<file path="src/rtl/spi_reg_ctrl.sv">
// Register-write controller: validates decoded SPI frames and commits them into five config registers.
// Define SPI_REG_ERR_CNT_EN to add the saturating rejected-frame counter on err_count.
module spi_reg_ctrl #(
  parameter int MAX_ADDR       = 4,
  parameter int SYNC_DUTY      = 1,
  parameter int TIMEOUT_CYCLES = 1024
) (
  input  logic        clk,
  input  logic        rst_n,
  input  logic        frame_valid,
  output logic        frame_ready,
  input  logic [15:0] frame_data,
  input  logic        period_end,
  output logic [7:0]  en_reg_out_7_0,
  output logic [7:0]  en_reg_out_15_8,
  output logic [7:0]  en_reg_pwm_7_0,
  output logic [7:0]  en_reg_pwm_15_8,
  output logic [7:0]  pwm_duty_cycle,
  output logic        busy,
  output logic        wr_reject
`ifdef SPI_REG_ERR_CNT_EN
  ,
  output logic [7:0]  err_count
`endif
);

  localparam int CW = $clog2(TIMEOUT_CYCLES + 1);
  localparam logic [CW-1:0] CNT_LAST = CW'(TIMEOUT_CYCLES - 1);

  typedef enum logic [1:0] {IDLE, DECODE, WAIT_PERIOD, COMMIT} state_t;

  state_t        state;
  logic [15:0]   hold;
  logic [CW-1:0] wait_cnt;

  logic       hold_rw;
  logic [6:0] hold_addr;
  logic [7:0] hold_data;
  logic       frame_bad;
  logic       duty_sync;

  assign hold_rw   = hold[15];
  assign hold_addr = hold[14:8];
  assign hold_data = hold[7:0];
  assign frame_bad = !hold_rw || (hold_addr > 7'(MAX_ADDR));
  assign duty_sync = (hold_addr == 7'd4) && (SYNC_DUTY != 0);

  assign frame_ready = (state == IDLE);
  assign busy        = (state != IDLE);

  // Only one frame is ever in flight, so a single holding register is enough.
  always_ff @(posedge clk or negedge rst_n) begin
    if (!rst_n) begin
      state           <= IDLE;
      hold            <= '0;
      wait_cnt        <= '0;
      wr_reject       <= 1'b0;
      en_reg_out_7_0  <= 8'h00;
      en_reg_out_15_8 <= 8'h00;
      en_reg_pwm_7_0  <= 8'h00;
      en_reg_pwm_15_8 <= 8'h00;
      pwm_duty_cycle  <= 8'h00;
`ifdef SPI_REG_ERR_CNT_EN
      err_count       <= 8'h00;
`endif
    end else begin
      wr_reject <= 1'b0;
      case (state)
        IDLE: begin
          if (frame_valid) begin
            hold  <= frame_data;
            state <= DECODE;
          end
        end
        DECODE: begin
          if (frame_bad) begin
            wr_reject <= 1'b1;
`ifdef SPI_REG_ERR_CNT_EN
            if (err_count != 8'hFF) err_count <= err_count + 8'd1;
`endif
            state <= IDLE;
          end else if (duty_sync) begin
            wait_cnt <= '0;
            state    <= WAIT_PERIOD;
          end else begin
            state <= COMMIT;
          end
        end
        // A period_end coinciding with the timeout still yields a single commit.
        WAIT_PERIOD: begin
          if (period_end || (wait_cnt == CNT_LAST)) begin
            state <= COMMIT;
          end else begin
            wait_cnt <= wait_cnt + CW'(1);
          end
        end
        COMMIT: begin
          case (hold_addr)
            7'd0:    en_reg_out_7_0  <= hold_data;
            7'd1:    en_reg_out_15_8 <= hold_data;
            7'd2:    en_reg_pwm_7_0  <= hold_data;
            7'd3:    en_reg_pwm_15_8 <= hold_data;
            7'd4:    pwm_duty_cycle  <= hold_data;
            default: ;
          endcase
          state <= IDLE;
        end
        default: state <= IDLE;
      endcase
    end
  end

endmodule

</file>
<file path="config.mk">
export PLATFORM = sky130hd
export DESIGN_NAME = spi_reg_ctrl
export DESIGN_NICKNAME = d
export VERILOG_FILES = /design/src/rtl/spi_reg_ctrl.sv
export SDC_FILE = /design/constraint.sdc
export NUM_CORES = 1
export LEC_CHECK = 0
export CAP_MARGIN = 20
export CELL_PAD_IN_SITES_DETAIL_PLACEMENT = 1
export CELL_PAD_IN_SITES_GLOBAL_PLACEMENT = 1
export CORE_UTILIZATION = 40
export CTS_CLUSTER_DIAMETER = 30
export DETAILED_ROUTE_END_ITERATION = 16
export PLACE_DENSITY = 0.81
export SLEW_MARGIN = 20
export SYNTH_ARGS = -nofsm -noshare
export SYNTH_HDL_FRONTEND = slang
export SYNTH_SLANG_ARGS = --single-unit
export TNS_END_PERCENT = 1
</file>
<file path="constraint.sdc">
create_clock -name clk -period 2.6 [get_ports clk]
set_clock_uncertainty 0.2 [all_clocks]
set_input_delay 0.52 -clock clk [delete_from_list [all_inputs] [get_ports clk]]
set_output_delay 0.52 -clock clk [all_outputs]
set_load 0.1 [all_outputs]
</file>
==> impl_metrics.yaml, run 1 <==
outcome:
  status: "complete, no violations"
synth:
  avgSynthCellArea_sq_um: 14.3
  ys_types: 33
  ys_seq_elements: 70
  synth-edff-count: 0
  netlist_area_sq_um: 2900
  synth_nets: 224
  postSynth.asyncResetShare_pct: 100
  synth_cells: 203
  ys_seq_area_share_pct: 60.3
  ys.flop_type: "dfrtp_1"
  synth_warnings: 0
sta:
  fin_setup_tns_ps: 0
  hold_slack_ps: 313
  fmax_mhz: 416
  fin_crit_sh_pct: 92.5
  setup_slack_ps: 195
  max_slew_margin_pct: 62.1
  rsz0062_at_grt: "false"
  worst_pin_slew_ps: 568
  setup_viol: 0
  slew_violations: 0
  post-route-min-period_ps: 2410
  hold_viol_final: 0
power:
  power_density_nw_per_um2: 714
  combPwrFrac_pct: 15.0
  internal_power_mw: 1.91
  ir_worst_vdd_mv: 0.379
  switching_power_mw: 0.813
  power.leakage_nw: 1.84
  p_sw_share_pct: 29.8
  seqPwrFrac_pct: 49.5
  clkPwrFrac_pct: 35.5
routing:
  first_iter_violations: 32
  vias: 1884
  routed_wl_um: 6800
  ant_nets: 0
  drcViolationCount: 0
  dr.pass1.iters: 4
  wire_per_inst_um: 17.9
  via_per_inst: 4.97
clocking:
  clkTransAtPathRegs_ps: 80
  clock_sinks: 70
  cts_tree: "built"
  htree_levels: 3
  cts_resized: 0
  clock_latency_ps: 350
  root_buffer: "clkbuf_8"
  clock_path_buffers: 2
  numCtsBuffers: 9
grt:
  grt_max_degree: 28
  grt_pass1_wl_um: 11400
  grt_pass1_vias: 2146
  grt_usage_pct: 20.5
  overflow: 0
  grt_antenna_before_repair: 0
final_layout:
  final_area_sq_um: 3820
  num-nets-final: 299
  fin_util_pct: 55.3
  fill_cells: 725
  seq_area_sq_um: 1750
  num_antenna_cells: 0
  drive_gt1_share_pct: 47.0
  syn2layout_area_growth_pct: 31.6
  multi_input_area_sq_um: 1100
die:
  coreArea_sq_um: 6910
  start_util_pct: 42.0
  ioPinCount: 63
  std_cell_rows: 30
  dieArea_sq_um: 7600
  fp.dieH_um: 87.2
  fp.dieW_um: 87.2
placed_design:
  post-place-ws_ps: 158
  place_area_sq_um: 3590
  place_congestion: 0.821
  dp_hpwl_um: 4640
  portBuffers: 62
critical_path:
  crit_type: "reg -> reg"
  critical_path_required_ps: 2630
  crit_arrival_ps: 2440
  cp_max_fo: 8
  worstSetupStartpointType: "flop"
  crit_path_end_kind: "flop"
min_path:
  hold_class: "reg -> reg"
flow_run:
  cap_violations: 0
final timing paths:
| check | startpoint | to | slack [ps] | depth (start not counted) |
|---|---|---|---|---|
| max in group asynchronous | rst_n | en_reg_pwm_15_8[7] | 970 | 3 |
| hold / removal | en_reg_pwm_7_0[3] | en_reg_pwm_7_0[3] | 310 | 1 |
| setup / recovery | hold[13] | en_reg_pwm_7_0[0] | 190 | 4 |
| min in group asynchronous | rst_n | en_reg_pwm_7_0[2] | 490 | 2 |
| setup reg to reg | hold[13] | en_reg_pwm_7_0[0] | 190 | 4 |
| hold reg to reg | en_reg_pwm_7_0[3] | en_reg_pwm_7_0[3] | 310 | 1 |
critical path, stage by stage, from the launching register on:
cell and delay [ps]:
dfrtp_1 410, nor4_4 470, nand4b_4 260, nor3b_4 550, mux2_2 410
kinds of logic after synthesis:
group	Yosys count	share of synthesized area [%]
multiplexers	61	23.4
flip-flops	70	60.3
AO/OA/AOI/OAI	13	3.06
adder cells (fa/ha/maj)	1	0.431
AND/OR/NAND/NOR	46	11.0
buffers and inverters	12	1.72
stage by stage:
step                      power [mW]  instances
after floorplan                 1.62        203
after global routing            2.85        379
after global placement          1.76        362
after CTS                       2.76        379
after detailed placement        1.79        362
final                           2.73        379
layer usage:
metal,track usage [%],wire (um),vias up
li1,-,-,881
met1,24.6,2920,954
met2,33.8,3380,44
met3,7.58,416,5
met4,7.90,74,0
met5,0,0,-
flip-flops by register name (all words and copies together) (netlist names), named ones only:
| register | count |
|---|---|
| en_reg_pwm_15_8 | 8 |
| state | 1 |
| wr_reject | 1 |
| en_reg_out_7_0 | 8 |
| wait_cnt | 11 |
| pwm_duty_cycle | 8 |
| hold | 16 |
| en_reg_out_15_8 | 8 |
| en_reg_pwm_7_0 | 8 |
area by class of cell:
class / count / share of cell area, %
multi-input combinational: 121 / 28.9
clock buffer: 9 / 3.24
inverter: 6 / 0.688
timing repair buffer: 70 / 15.6
clock inverter: 7 / 2.59
sequential: 70 / 45.8
tap: 96 / 3.14
what timing repair did:
action	in CTS	in global routing
setup endpoints to repair	0	0
buffers inserted	0	0
endpoints found under the hold margin	19	0
hold buffers	1	0
cell usage after synthesis, types with 3 or more instances:
cell type	instances	share of area, %
inv_1	6	0.78
nand3_1	7	1.2
nand2_1	11	1.4
dfrtp_1	70	60
buf_2	4	0.69
mux2i_1	5	1.7
nor2_1	3	0.39
o21ai_0	4	0.69
nor3_1	6	1.0
mux2_2	56	22
placed cells by master, fill, tap and decap left out, types with 2 or more instances in the layout:
| cell | count |
|---|---|
| clkbuf_8 | 9 |
| nor3b_4 | 2 |
| nand2b_1 | 2 |
| bufinv_16 | 2 |
| clkdlybuf4s50_1 | 18 |
| and4_1 | 2 |
| o31ai_1 | 2 |
| o21ai_0 | 4 |
| clkinvlp_4 | 2 |
| buf_12 | 2 |
| nand3_1 | 7 |
| nand4_1 | 2 |
| inv_1 | 5 |
| clkinv_4 | 3 |
| nor2_1 | 3 |
| mux2_2 | 56 |
| nor3_1 | 6 |
| nand2_1 | 11 |
| dfrtp_1 | 70 |
| buf_4 | 48 |
| a21oi_1 | 2 |
| mux2i_1 | 5 |
| and2_1 | 2 |
power by group through the flow:
stage / Clock (mW) / Sequential (mW) / Combinational [mW]
2_1_floorplan: 0 / 1.38 / 0.239
3_3_place_gp: 0 / 1.36 / 0.398
3_5_place_dp: 0 / 1.37 / 0.412
4_1_cts: 0.988 / 1.35 / 0.416
5_1_grt: 1.03 / 1.38 / 0.443
6_report: 0.968 / 1.35 / 0.409
Power figures use the tool's default switching activity.
==> inputs of run 2 (changes only) <==
--- a/constraint.sdc
+++ b/constraint.sdc
@@ -4,2 +4,2 @@
 set_output_delay 0.52 -clock clk [all_outputs]
-set_load 0.1 [all_outputs]
+set_load 0.01 [all_outputs]
==> impl_metrics.yaml, run 2 (synthesis results as in run 1) <==
placed_design:
  dp.cells: 360
  dp_hpwl_um: 4570
  place_congestion: 0.765
  portBuffers: 62
clocking:
  htree_levels: 3
  post_cts_buffers: 0
  clkTransAtPathRegs_ps: 70
  clock_path_buffers: 2
  cts_tree: "built"
  clock_latency_ps: 340
  hold_buffers: 1
  numCtsBuffers: 9
  cts_resized: 0
  root_buffer: "clkbuf_8"
  clock_sinks: 70
sta:
  post-route-min-period_ps: 2490
  slew_violations: 0
  rsz0062_at_grt: "false"
  setup_viol: 0
  hold_slack_ps: 310
  hold_viol_final: 0
  fmax_mhz: 402
  worst_pin_slew_ps: 541
  max_slew_margin_pct: 63.8
  fin_setup_tns_ps: 0
  fin_crit_sh_pct: 95.7
final_layout:
  fill_cells: 706
  num-nets-final: 297
  largest_register_ff_count: 16
  layout_commonest_cell: "dfrtp_1"
  reg_top3: "hold (16), wait_cnt (11)"
  top_register: "hold"
  final_cell_mix: "dfrtp_1, clkdlybuf4s50_1, mux2_2"
  seq_area_sq_um: 1750
  multi_input_area_sq_um: 1100
  syn2layout_area_growth_pct: 34.7
  layout.cells.non_filler: 377
  fin_util_pct: 56.6
  drive_gt1_share_pct: 30.2
  num_antenna_cells: 0
grt:
  grt_max_degree: 71
  grt_usage_pct: 21.8
  grt_antenna_before_repair: 0
  grt_pass1_vias: 2204
  overflow: 0
  grt_pass1_wl_um: 11900
critical_path:
  rr_worst_depth: 4
  worstSetupStartpointType: "flop"
  critPathMaxStageDelay_ps: 530
  r2r_slack_ps: 370
  timing.rr.end: "en_reg_out_15_8[1]"
  cp_slowest_cell: "clkdlybuf4s50_1"
  critical_path_required_ps: 1880
  cp_max_fo: 8
  crit_arrival_ps: 1770
  timing.rr.start: "hold[13]"
  crit_path_end_kind: "primary output"
  crit_type: "reg -> out"
  cp-startpoint: "state[0]"
  cp_cell_sequence: "or2_2 -> inv_1 -> clkdlybuf4s50_1"
power:
  seqPwrFrac_pct: 49.9
  power_density_nw_per_um2: 693
  combPwrFrac_pct: 11.0
  internal_power_mw: 2.01
  switching_power_mw: 0.699
  p_sw_share_pct: 25.8
  power.leakage_nw: 1.75
  p_total_mw: 2.71
  clkPwrFrac_pct: 39.1
  ir_worst_vdd_mv: 0.363
routing:
  ant_nets: 0
  vias: 1914
  via_per_inst: 5.08
  first_iter_violations: 71
  drcViolationCount: 0
  routed_wl_um: 7280
  dr.pass1.iters: 4
  wire_per_inst_um: 19.3
die:
  fp.dieH_um: 87.2
  std_cell_rows: 30
  start_util_pct: 42.0
  dieArea_sq_um: 7600
  coreArea_sq_um: 6910
  fp.dieW_um: 87.2
  ioPinCount: 63
min_path:
  hold_depth: 1
  min_to: "en_reg_out_7_0[0]"
  hold_class: "reg -> reg"
  hp-start: "en_reg_out_7_0[0]"
outcome:
  status: "complete, no violations"
flow_run:
  cap_violations: 0
run 2: changes by cell type in the layout (fill, tap and decap cells not counted):
cell | previous run | this run
or2_2 | 0 | 1
clkdlybuf4s50_1 | 18 | 61
clkbuf_1 | 0 | 2
inv_1 | 5 | 6
buf_12 | 2 | 1
or2_4 | 1 | 0
clkinvlp_4 | 2 | 0
buf_4 | 48 | 4
bufinv_16 | 2 | 3
clkinv_2 | 1 | 0
clkinv_4 | 3 | 2
run 2: how the worst max path moves through the flow:
| stage | slack (ps) | cells past startpoint | end |
|---|---|---|---|
| floorplan | 510 | 4 | en_reg_out_15_8[0] |
| global placement | 370 | 5 | wait_cnt[9] |
| detailed placement | 320 | 5 | wait_cnt[9] |
| CTS | 90 | 3 | frame_ready |
| global route | 3 | 3 | frame_ready |
| finish | 110 | 3 | frame_ready |
run 2: metrics by stage:
| step | cell area [sq um] | setup slack (ps) |
|---|---|---|
| floorplan | 2900 | 508 |
| global placement | 3660 | 374 |
| detailed placement | 3660 | 316 |
| CTS | 3910 | 86.2 |
| global route | 3910 | 3.48 |
| finish | 3910 | 111 |
run 2: routing by layer:
metal / track usage [%] / wire, um / vias to the layer above
met1: 25.8 / 3030 / 974
met3: 7.77 / 482 / 10
li1: - / - / 871
met4: 8.20 / 95 / 0
met2: 36.5 / 3670 / 59
met5: 0 / 0 / -
run 2: power by group through the flow:
stage | clock network (mW) | registers, mW | logic (mW)
finish | 1.06 | 1.35 | 0.299
CTS | 1.08 | 1.35 | 0.303
floorplan | 0 | 1.31 | 0.191
detailed placement | 0 | 1.37 | 0.292
global placement | 0 | 1.36 | 0.280
global route | 1.12 | 1.37 | 0.329
run 2: critical path: cells and delay by family (launching register included):
family                 cells  cell delay, ps
buffers and inverters      2             600
DFF                        1             490
and+or+nand+nor            1             330
run 2: area by class of cell:
cell class              instances  share of cell area, %
well taps                      96                   3.07
inverters                       6                  0.576
flip-flops and latches         70                   44.8
clock inverters                 5                   2.75
multi-input cells             121                   28.2
clock buffers                  11                   3.36
repair buffers                 68                   17.3
